### src/rtl/reg_wb_arbiter.sv
// reg_wb_arbiter: round-robin arbiter merging ALU and load writebacks onto one registered
// register-file write port.
module reg_wb_arbiter #(
  parameter int DATA_W = 32,
  parameter int ADDR_W = 5
) (
  input  logic              clk,
  input  logic              reset,
  input  logic              alu_req,
  input  logic [ADDR_W-1:0] alu_addr,
  input  logic [DATA_W-1:0] alu_data,
  output logic              alu_ack,
  input  logic              mem_req,
  input  logic [ADDR_W-1:0] mem_addr,
  input  logic [DATA_W-1:0] mem_data,
  output logic              mem_ack,
  output logic              RegWrite,
  output logic [ADDR_W-1:0] WR,
  output logic [DATA_W-1:0] DW,
  output logic              last_grant
);
  logic              take;
  logic [ADDR_W-1:0] addr;
  logic [DATA_W-1:0] data;
  always_comb begin
    alu_ack = reset & alu_req & (~mem_req | last_grant);
    mem_ack = reset & mem_req & (~alu_req | ~last_grant);
    take    = alu_ack | mem_ack;
    addr    = mem_ack ? mem_addr : alu_addr;
    data    = mem_ack ? mem_data : alu_data;
  end
  // Register 0 is hardwired: its transfers are accepted but never written.
  always_ff @(posedge clk or negedge reset) begin
    if (!reset) begin
      RegWrite   <= 1'b0;
      WR         <= '0;
      DW         <= '0;
      last_grant <= 1'b1;
    end else begin
      RegWrite <= take && addr != '0;
      if (take) last_grant <= mem_ack;
      if (take && addr != '0) begin
        WR <= addr;
        DW <= data;
      end
    end
  end
endmodule

### config.mk
export PLATFORM = sky130hd
export DESIGN_NAME = reg_wb_arbiter
export DESIGN_NICKNAME = d
export VERILOG_FILES = /design/src/rtl/reg_wb_arbiter.sv
export SDC_FILE = /design/constraint.sdc
export NUM_CORES = 1
export LEC_CHECK = 0
export BUFFER_PORTS_ARGS = -buffer_cell sky130_fd_sc_hd__buf_2
export CORE_AREA = 2 2 58 88
export CTS_CLUSTER_DIAMETER = 40
export DETAILED_ROUTE_END_ITERATION = 6
export DIE_AREA = 0 0 60 90
export PLACE_DENSITY = 0.94
export SLEW_MARGIN = 20
export SYNTH_ARGS = -nofsm -noshare
export SYNTH_HDL_FRONTEND = slang
export SYNTH_SLANG_ARGS = --single-unit
### constraint.sdc
create_clock -name clk -period 3.15 [get_ports clk]
set_input_delay 0.1575 -clock clk [delete_from_list [all_inputs] [get_ports clk]]
set_output_delay 0.1575 -clock clk [all_outputs]
set_load 0.01 [all_outputs]
# [Word level (Yosys, flattened, before mapping)]
# Index checks and enable logic that the tools add are counted.
[op_classes] reduce_logical=2 muxes=2 bitwise=10
[op_table] cell="$mux W32" count=1
[op_table] cell="$mux W5" count=1
[op_table] cell="$reduce_bool A5 Y1" count=1
[op_table] cell="$and A1 B1 Y1" count=4
[op_table] cell="$not A1 Y1" count=3
[op_table] cell="$or A1 B1 Y1" count=3
[op_table] cell="$logic_and A1 B1 Y1" count=1
[word_totals] in_bits=78 out_inout_bits=41 reg_bits=39 wordCells=18

# [Depth between registers and ports, before layout]
# Gate-level depths: netlist of run 1.
[depth] word_depth=6 depth_mapped=7 mapped_depth_nobuf=5

# [Least setup slack after synthesis of run 1]
# OpenSTA, ideal clock, no wires.
[synth_timing] path_kind="reg-to-reg" from="register last_grant" to="register DW[15]" t_required_ps=3025 path_slack_ps=1215 t_arrival_ps=1810 synth_period_minus_slack_ps=1935 setup_ps=125 stages_incl_launch_ff=7 path_buffers=2 cell_sequence="dfstp_2 > nand2_1 > nand2_2 > buf_2 > buf_2 > mux2_2 > mux2_4"
[synth_via] elab_chain_len=6 word_cells_on_any_way=10 cone_classes="2 x mux; 6 x bitwise; 2 x reduce/logical"
[synth_rtl] item="from (decl)" line_no="20" rtl="output logic last_grant"
[synth_rtl] item="from (signal assigned)" line_no="41" rtl="if (take) last_grant <= mem_ack;"
[synth_rtl] item="$not A1 Y1" line_no="27" rtl="mem_ack = reset & mem_req & (~alu_req | ~last_grant);"
[synth_rtl] item="$or A1 B1 Y1" line_no="27"
[synth_rtl] item="$and A1 B1 Y1" line_no="27"
[synth_rtl] item="$mux W5" line_no="29" rtl="addr = mem_ack ? mem_addr : alu_addr;"
[synth_rtl] item="$reduce_bool A5 Y1" line_no="42" rtl="if (take && addr != '0) begin"
[synth_rtl] item="$logic_and A1 B1 Y1" line_no="42"
[synth_rtl] item="to (signal assigned)" line_no="44" rtl="DW <= data;"
[synth_rtl] item="to (decl)" line_no="19" rtl="output logic [DATA_W-1:0] DW,"
# Parallel ways exist; a longest one is shown, timed or not.
# A chain may end at the register's enable or synchronous reset.

# [Worst setup path in the final report of run 1]
[layout_timing] from="input port reset" to="register WR[2]"
[layout_via] elab_chain_len=5 word_cells_on_any_way=8 cone_classes="1 x mux; 5 x bitwise; 2 x reduce/logical"
[layout_rtl] item="from (decl)" line_no="8" rtl="input logic reset,"
[layout_rtl] item="$and A1 B1 Y1 (2 in series)" line_no="27"
[layout_rtl] item="$mux W5" line_no="29"
[layout_rtl] item="$reduce_bool A5 Y1" line_no="42"
[layout_rtl] item="$logic_and A1 B1 Y1" line_no="42"
[layout_rtl] item="to (signal assigned)" line_no="43" rtl="WR <= addr;"
[layout_rtl] item="to (decl)" line_no="18" rtl="output logic [ADDR_W-1:0] WR,"
# Parallel ways exist; a longest one is shown, timed or not.

==> results of run 1 <==
worst max path at each step:
stage	start	endpoint	slack, ns	cells after the start
2_1_floorplan	last_grant	DW[15]	1.21	6
3_3_place_gp	last_grant	WR[2]	1.0	6
3_5_place_dp	last_grant	WR[2]	0.81	6
4_1_cts	reset	WR[2]	0.75	8
5_1_grt	reset	WR[1]	0.62	8
6_report	reset	WR[2]	0.75	8
repair_timing:
item	4_1_cts	5_1_grt
hold endpoints to repair	38	0
hold buffers	1	0
setup endpoints to repair	0	0
area by class of cell:
cell class                 count  share of cell area
clock buffer                   8              0.0342
sequential                    39               0.334
timing repair buffer         124               0.218
multi-input combinational    105               0.381
inverter                       4             0.00513
tap                           66              0.0282
critical path: stages:
cell	delay [ns]
dlygate4sd3_1	0.53
buf_2	0.13
and2_1	0.22
nand2_2	0.38
buf_4	0.37
inv_1	0.13
o41ai_1	0.44
a311o_1	0.25
where the power goes:
part | switching, mW | internal [mW] | total (mW)
sequential | 0.0485 | 0.587 | 0.635
clock | 0.163 | 0.200 | 0.362
combinational | 0.185 | 0.244 | 0.429
total | 0.396 | 1.03 | 1.43
flip-flops by register name (all words and copies together), names as in the netlist:
register / flops
DW: 32
RegWrite: 1
last_grant: 1
WR: 5
metal layers:
metal	GRT usage	up-vias
li1	-	817
met1	0.196	837
met2	0.365	82
met3	0.0374	13
met4	0.0981	0
met5	0	-
metrics by stage:
stage	hold slack, ns	utilization
after floorplan	-0.138	-
after global placement	0.265	0.600
after detailed placement	0.275	0.600
after CTS	0.0544	0.624
after global routing	0.0576	0.624
final	0.0638	0.624
cells in the mapped netlist (2+ instances only):
cell type	n	area, sq um
nor2_1	3	11.3
o21ai_0	3	15.0
o22ai_1	3	18.8
nor4_1	2	12.5
buf_6	3	33.8
dfrtp_1	38	951
mux2_2	36	405
buf_2	4	20.0
a21oi_1	3	15.0
inv_1	4	15.0
a311o_1	2	20.0
nand3_1	3	15.0
a211oi_1	2	15.0
nand2_1	2	7.51
mux2i_1	3	30.0
mux2_4	28	420
nor3_1	2	10.0
and2_1	6	37.5
kinds of logic (layout without fill, tap and decap cells):
group                  after synthesis  in the layout  share of synthesized area
DFF                                 39             39                      0.450
AOI/OAI and AO/OA                   16             16                     0.0547
buffers and inverters               13            136                     0.0369
and+or+nand+nor                     22             22                     0.0645
muxes                               67             67                      0.394
cells in the final DEF (no fill, tap or decap), types with 3 or more instances in the layout:
cell,n
buf_2,118
dfrtp_1,38
mux2_2,36
mux2_4,28
clkbuf_8,7
and2_1,6
buf_4,5
inv_1,4
o21ai_0,3
nor2_1,3
mux2i_1,3
o22ai_1,3
nand3_1,3
a21oi_1,3
==> impl_metrics.ini, run 1 <==
[critical_path]
startpoint_type = input port
rr_worst_depth = 6
crit_required_ns = 3.38
critical_path_class = in2reg
arrival_ns = 2.63
r2r_start = last_grant
r2r_slack_ns = 0.78
r2r-end = WR[2]
crit_fanout = 20
worst_setup_path_end_kind = register

[detailed_routing]
dr_wl_met3_microns = 264
final_antenna_net_count = 0
vias = 1749
wl_per_cell_microns = 14.9
route.detailed.drc = 0
m1WireLength_mm = 1.84
first_pass_iters = 4
drt_iter0_drc = 44
wl_met2_mm = 2.90
drt-total-wl_mm = 5.15
routed_via_density = 5.05
routed.top_layer = met4

[flow_run]
maxCapViolations = 0

[sta]
rsz0062_at_grt = false
setup_viol = 0
fin_skew_ns = 0.00986
period_needed_ns = 2.40
worstMarginPinSlew_ns = 0.504
fmax_mhz = 417
hold_violations = 0
setup_ws_ns = 0.751
slew_headroom = 0.660
slew_viol_final = 0
period_share = 0.762
finalSetupTns_ns = 0

[synth]
async_flop_share = 1.00
synth_edf_count = 0
netlist_instances = 157
synth_seq_cells = 39
synth_cell_type_count = 28
yosys_warnings = 0
synth.net_count = 235
avgSynthCellArea_sq_um = 13.8
synth_area_sq_um = 2170
ys.flop_type = dfrtp_1
seq_area_frac_synth = 0.450

[hold_path]
whs_endpoint = last_grant
min-delay-start = alu_req
hold_depth = 2
worst_hold_path_type = in2reg

[outcome]
status = complete, no violations

[placement]
place_inst = 337
dp_slack_ns = 0.806
gp_congestion = 0.830
placed_cell_area_sq_um = 2820
port_buffers = 118
dpl.hpwl_mm = 3.89

[clock_tree]
clk_latency_ns = 0.29
h-tree-depth = 2
cts_resized = 0
path_clk_slew_ns = 0.08
cts_num_sinks = 39
cts_buffers = 5
cts_tree = built
cts_buffer_depth = 2
postCtsSetupRepairBufs = 0
cts-root-buf = clkbuf_8

[power_and_ir_drop]
total_power_mw = 1.43
powerDensity_nw_per_um2 = 487
ir_drop_mv = 0.261
p_leak_nw = 1.49

[layout]
drive_above_1_share = 0.711
antenna_cells = 0
finalNonFillerCells = 346
nFillCells = 404
fin_area_sq_um = 2930
multi_input_area_sq_um = 1110
final-seq-area_sq_um = 977
areaGrowthSynthToFinish_pct = 34.8
nets = 357

[global_route]
grt_overflow_total = 0
grt_max_degree = 43
antenna_found_initial = 0
grt_pass1_wl_mm = 8.22
grt_pass1_vias = 1902
grt_use_total = 0.198

[floorplanning]
dieWidth_microns = 60
row_count = 31
start_util = 0.463
die_area_sq_um = 5400
pin_count = 119
core_area_sq_um = 4690
die_y_microns = 90
Note: power is estimated with default switching activity, not from simulation.
==> run 2: changes to the inputs <==
Settings changed: CORE_AREA 2 2 58 88 to 2 2 64 96, DIE_AREA 0 0 60 90 to 0 0 66 98, PLACE_DENSITY 0.94 to 0.85.
Clock period 3.15 ns to 2.2 ns, I/O delays scaled along.
==> run 2 against run 1 <==
Sequential cell count is the same. Worst setup slack lost 0.54 ns. Worst hold slack lost 0.051 ns. Wire length shrank 1.6%. Sequential share of layout area shrank 0.53 points. Total power grew 49%. Via count shrank 1.3%. Sequential power grew 43%. Critical path type unchanged. Largest power group unchanged. Highest routed layer unchanged.
==> impl_metrics.ini, run 2 (same netlist as run 1, synthesis figures left out) <==
[placement]
port_buffers = 118
gp_congestion = 0.759
dpl.hpwl_mm = 3.92

[floorplanning]
start_util = 0.381
core_area_sq_um = 5700
row_count = 34
die_area_sq_um = 6470
die_y_microns = 98
pin_count = 119
dieWidth_microns = 66

[global_route]
grt_overflow_total = 0
grt_max_degree = 41
grt_use_total = 0.155
grt_pass1_vias = 1731
grt_pass1_wl_mm = 7.86
antenna_found_initial = 0

[detailed_routing]
wl_per_cell_microns = 14.3
first_pass_iters = 4
route.detailed.drc = 0
routed_via_density = 4.88
drt_iter0_drc = 38
drt-total-wl_mm = 5.07
final_antenna_net_count = 0
vias = 1726

[layout]
layout_common_cells = 118 x buf_2, 38 x dfrtp_1, 36 x mux2_2
nets = 359
drive_above_1_share = 0.716
regMostFlops = DW
areaGrowthSynthToFinish_pct = 37.0
reg_top3 = DW (32), WR (5)
layout_commonest_cell = buf_2
antenna_cells = 0
largest_reg_flops = 32

[critical_path]
crit_fanout = 15
crit_required_ns = 2.37
rr_worst_depth = 5
r2r-end = DW[21]
critical_path_class = in2reg
r2r_slack_ns = 0.25
worst_setup_path_end_kind = register
arrival_ns = 2.16
startpoint_type = input port
r2r_start = last_grant

[sta]
finalSetupTns_ns = 0
slew_headroom = 0.662
slew_viol_final = 0
worstMarginPinSlew_ns = 0.508
period_needed_ns = 1.99
period_share = 0.904
hold_violations = 0
fmax_mhz = 503
rsz0062_at_grt = false
setup_viol = 0
fin_skew_ns = 0.00475

[clock_tree]
cts_num_sinks = 39
cts_tree = built
cts_resized = 0
cts_buffer_depth = 2
path_clk_slew_ns = 0.08
clk_latency_ns = 0.28
cts_buffers = 5
cts-root-buf = clkbuf_8
h-tree-depth = 2

[hold_path]
hold_depth = 2
min-delay-start = alu_req
worst_hold_path_type = in2reg
whs_endpoint = last_grant

[power_and_ir_drop]
total_power_mw = 2.12
ir_drop_mv = 0.332
powerDensity_nw_per_um2 = 713
p_leak_nw = 1.51

[outcome]
status = complete, no violations

[flow_run]
maxCapViolations = 0
## run 2: through the flow
stage          hold WS [ns]  area [sq um]  std cells  setup slack (ns)  utilization
5_1_grt              0.0217          2980        354             0.132        0.522
3_3_place_gp          0.245          2850        345             0.283        0.500
4_1_cts             0.00624          2980        354             0.214        0.522
6_report             0.0129          2980        354             0.211        0.522
2_1_floorplan        -0.186          2170        157             0.265            -
3_5_place_dp          0.262          2850        345             0.249        0.500
## run 2: area by class of cell
class                   count  area (sq um)
clock buffers               5          68.8
fillers                   504          2730
multi-input cells         105          1110
well taps                  72          90.1
inverters                   4          15.0
clock inverters             3          43.8
repair buffers            126           666
flip-flops and latches     39           977
## run 2: worst max-delay path, stage by stage
cell and delay [ns]:
dlygate4sd3_1 0.54, buf_2 0.14, and2_1 0.27, nand2_2 0.12
a211oi_4 0.28, buf_4 0.33, mux2_2 0.37
## run 2: where the power goes
group	switching (mW)	internal (mW)
registers	0.0680	0.839
clock network	0.258	0.338
logic	0.263	0.355
## run 2: timing repair
item                      CTS  global route
buffers inserted            0             0
hold endpoints to repair   38             0
hold buffers                1             0
## run 2: routing by layer
metal | vias to the layer above | track usage | share of wire
met3 | 4 | 0.0300 | 0.059
li1 | 823 | - | -
met2 | 71 | 0.284 | 0.55
met1 | 828 | 0.173 | 0.38
met5 | - | 0 | 0
met4 | 0 | 0.0534 | 0.0095
## run 2: worst max path at each step
stage	start	end	cells past startpoint
2_1_floorplan	last_grant	DW[15]	6
3_3_place_gp	last_grant	DW[21]	5
3_5_place_dp	last_grant	DW[21]	5
4_1_cts	reset	DW[21]	7
5_1_grt	reset	DW[21]	7
6_report	reset	DW[21]	7
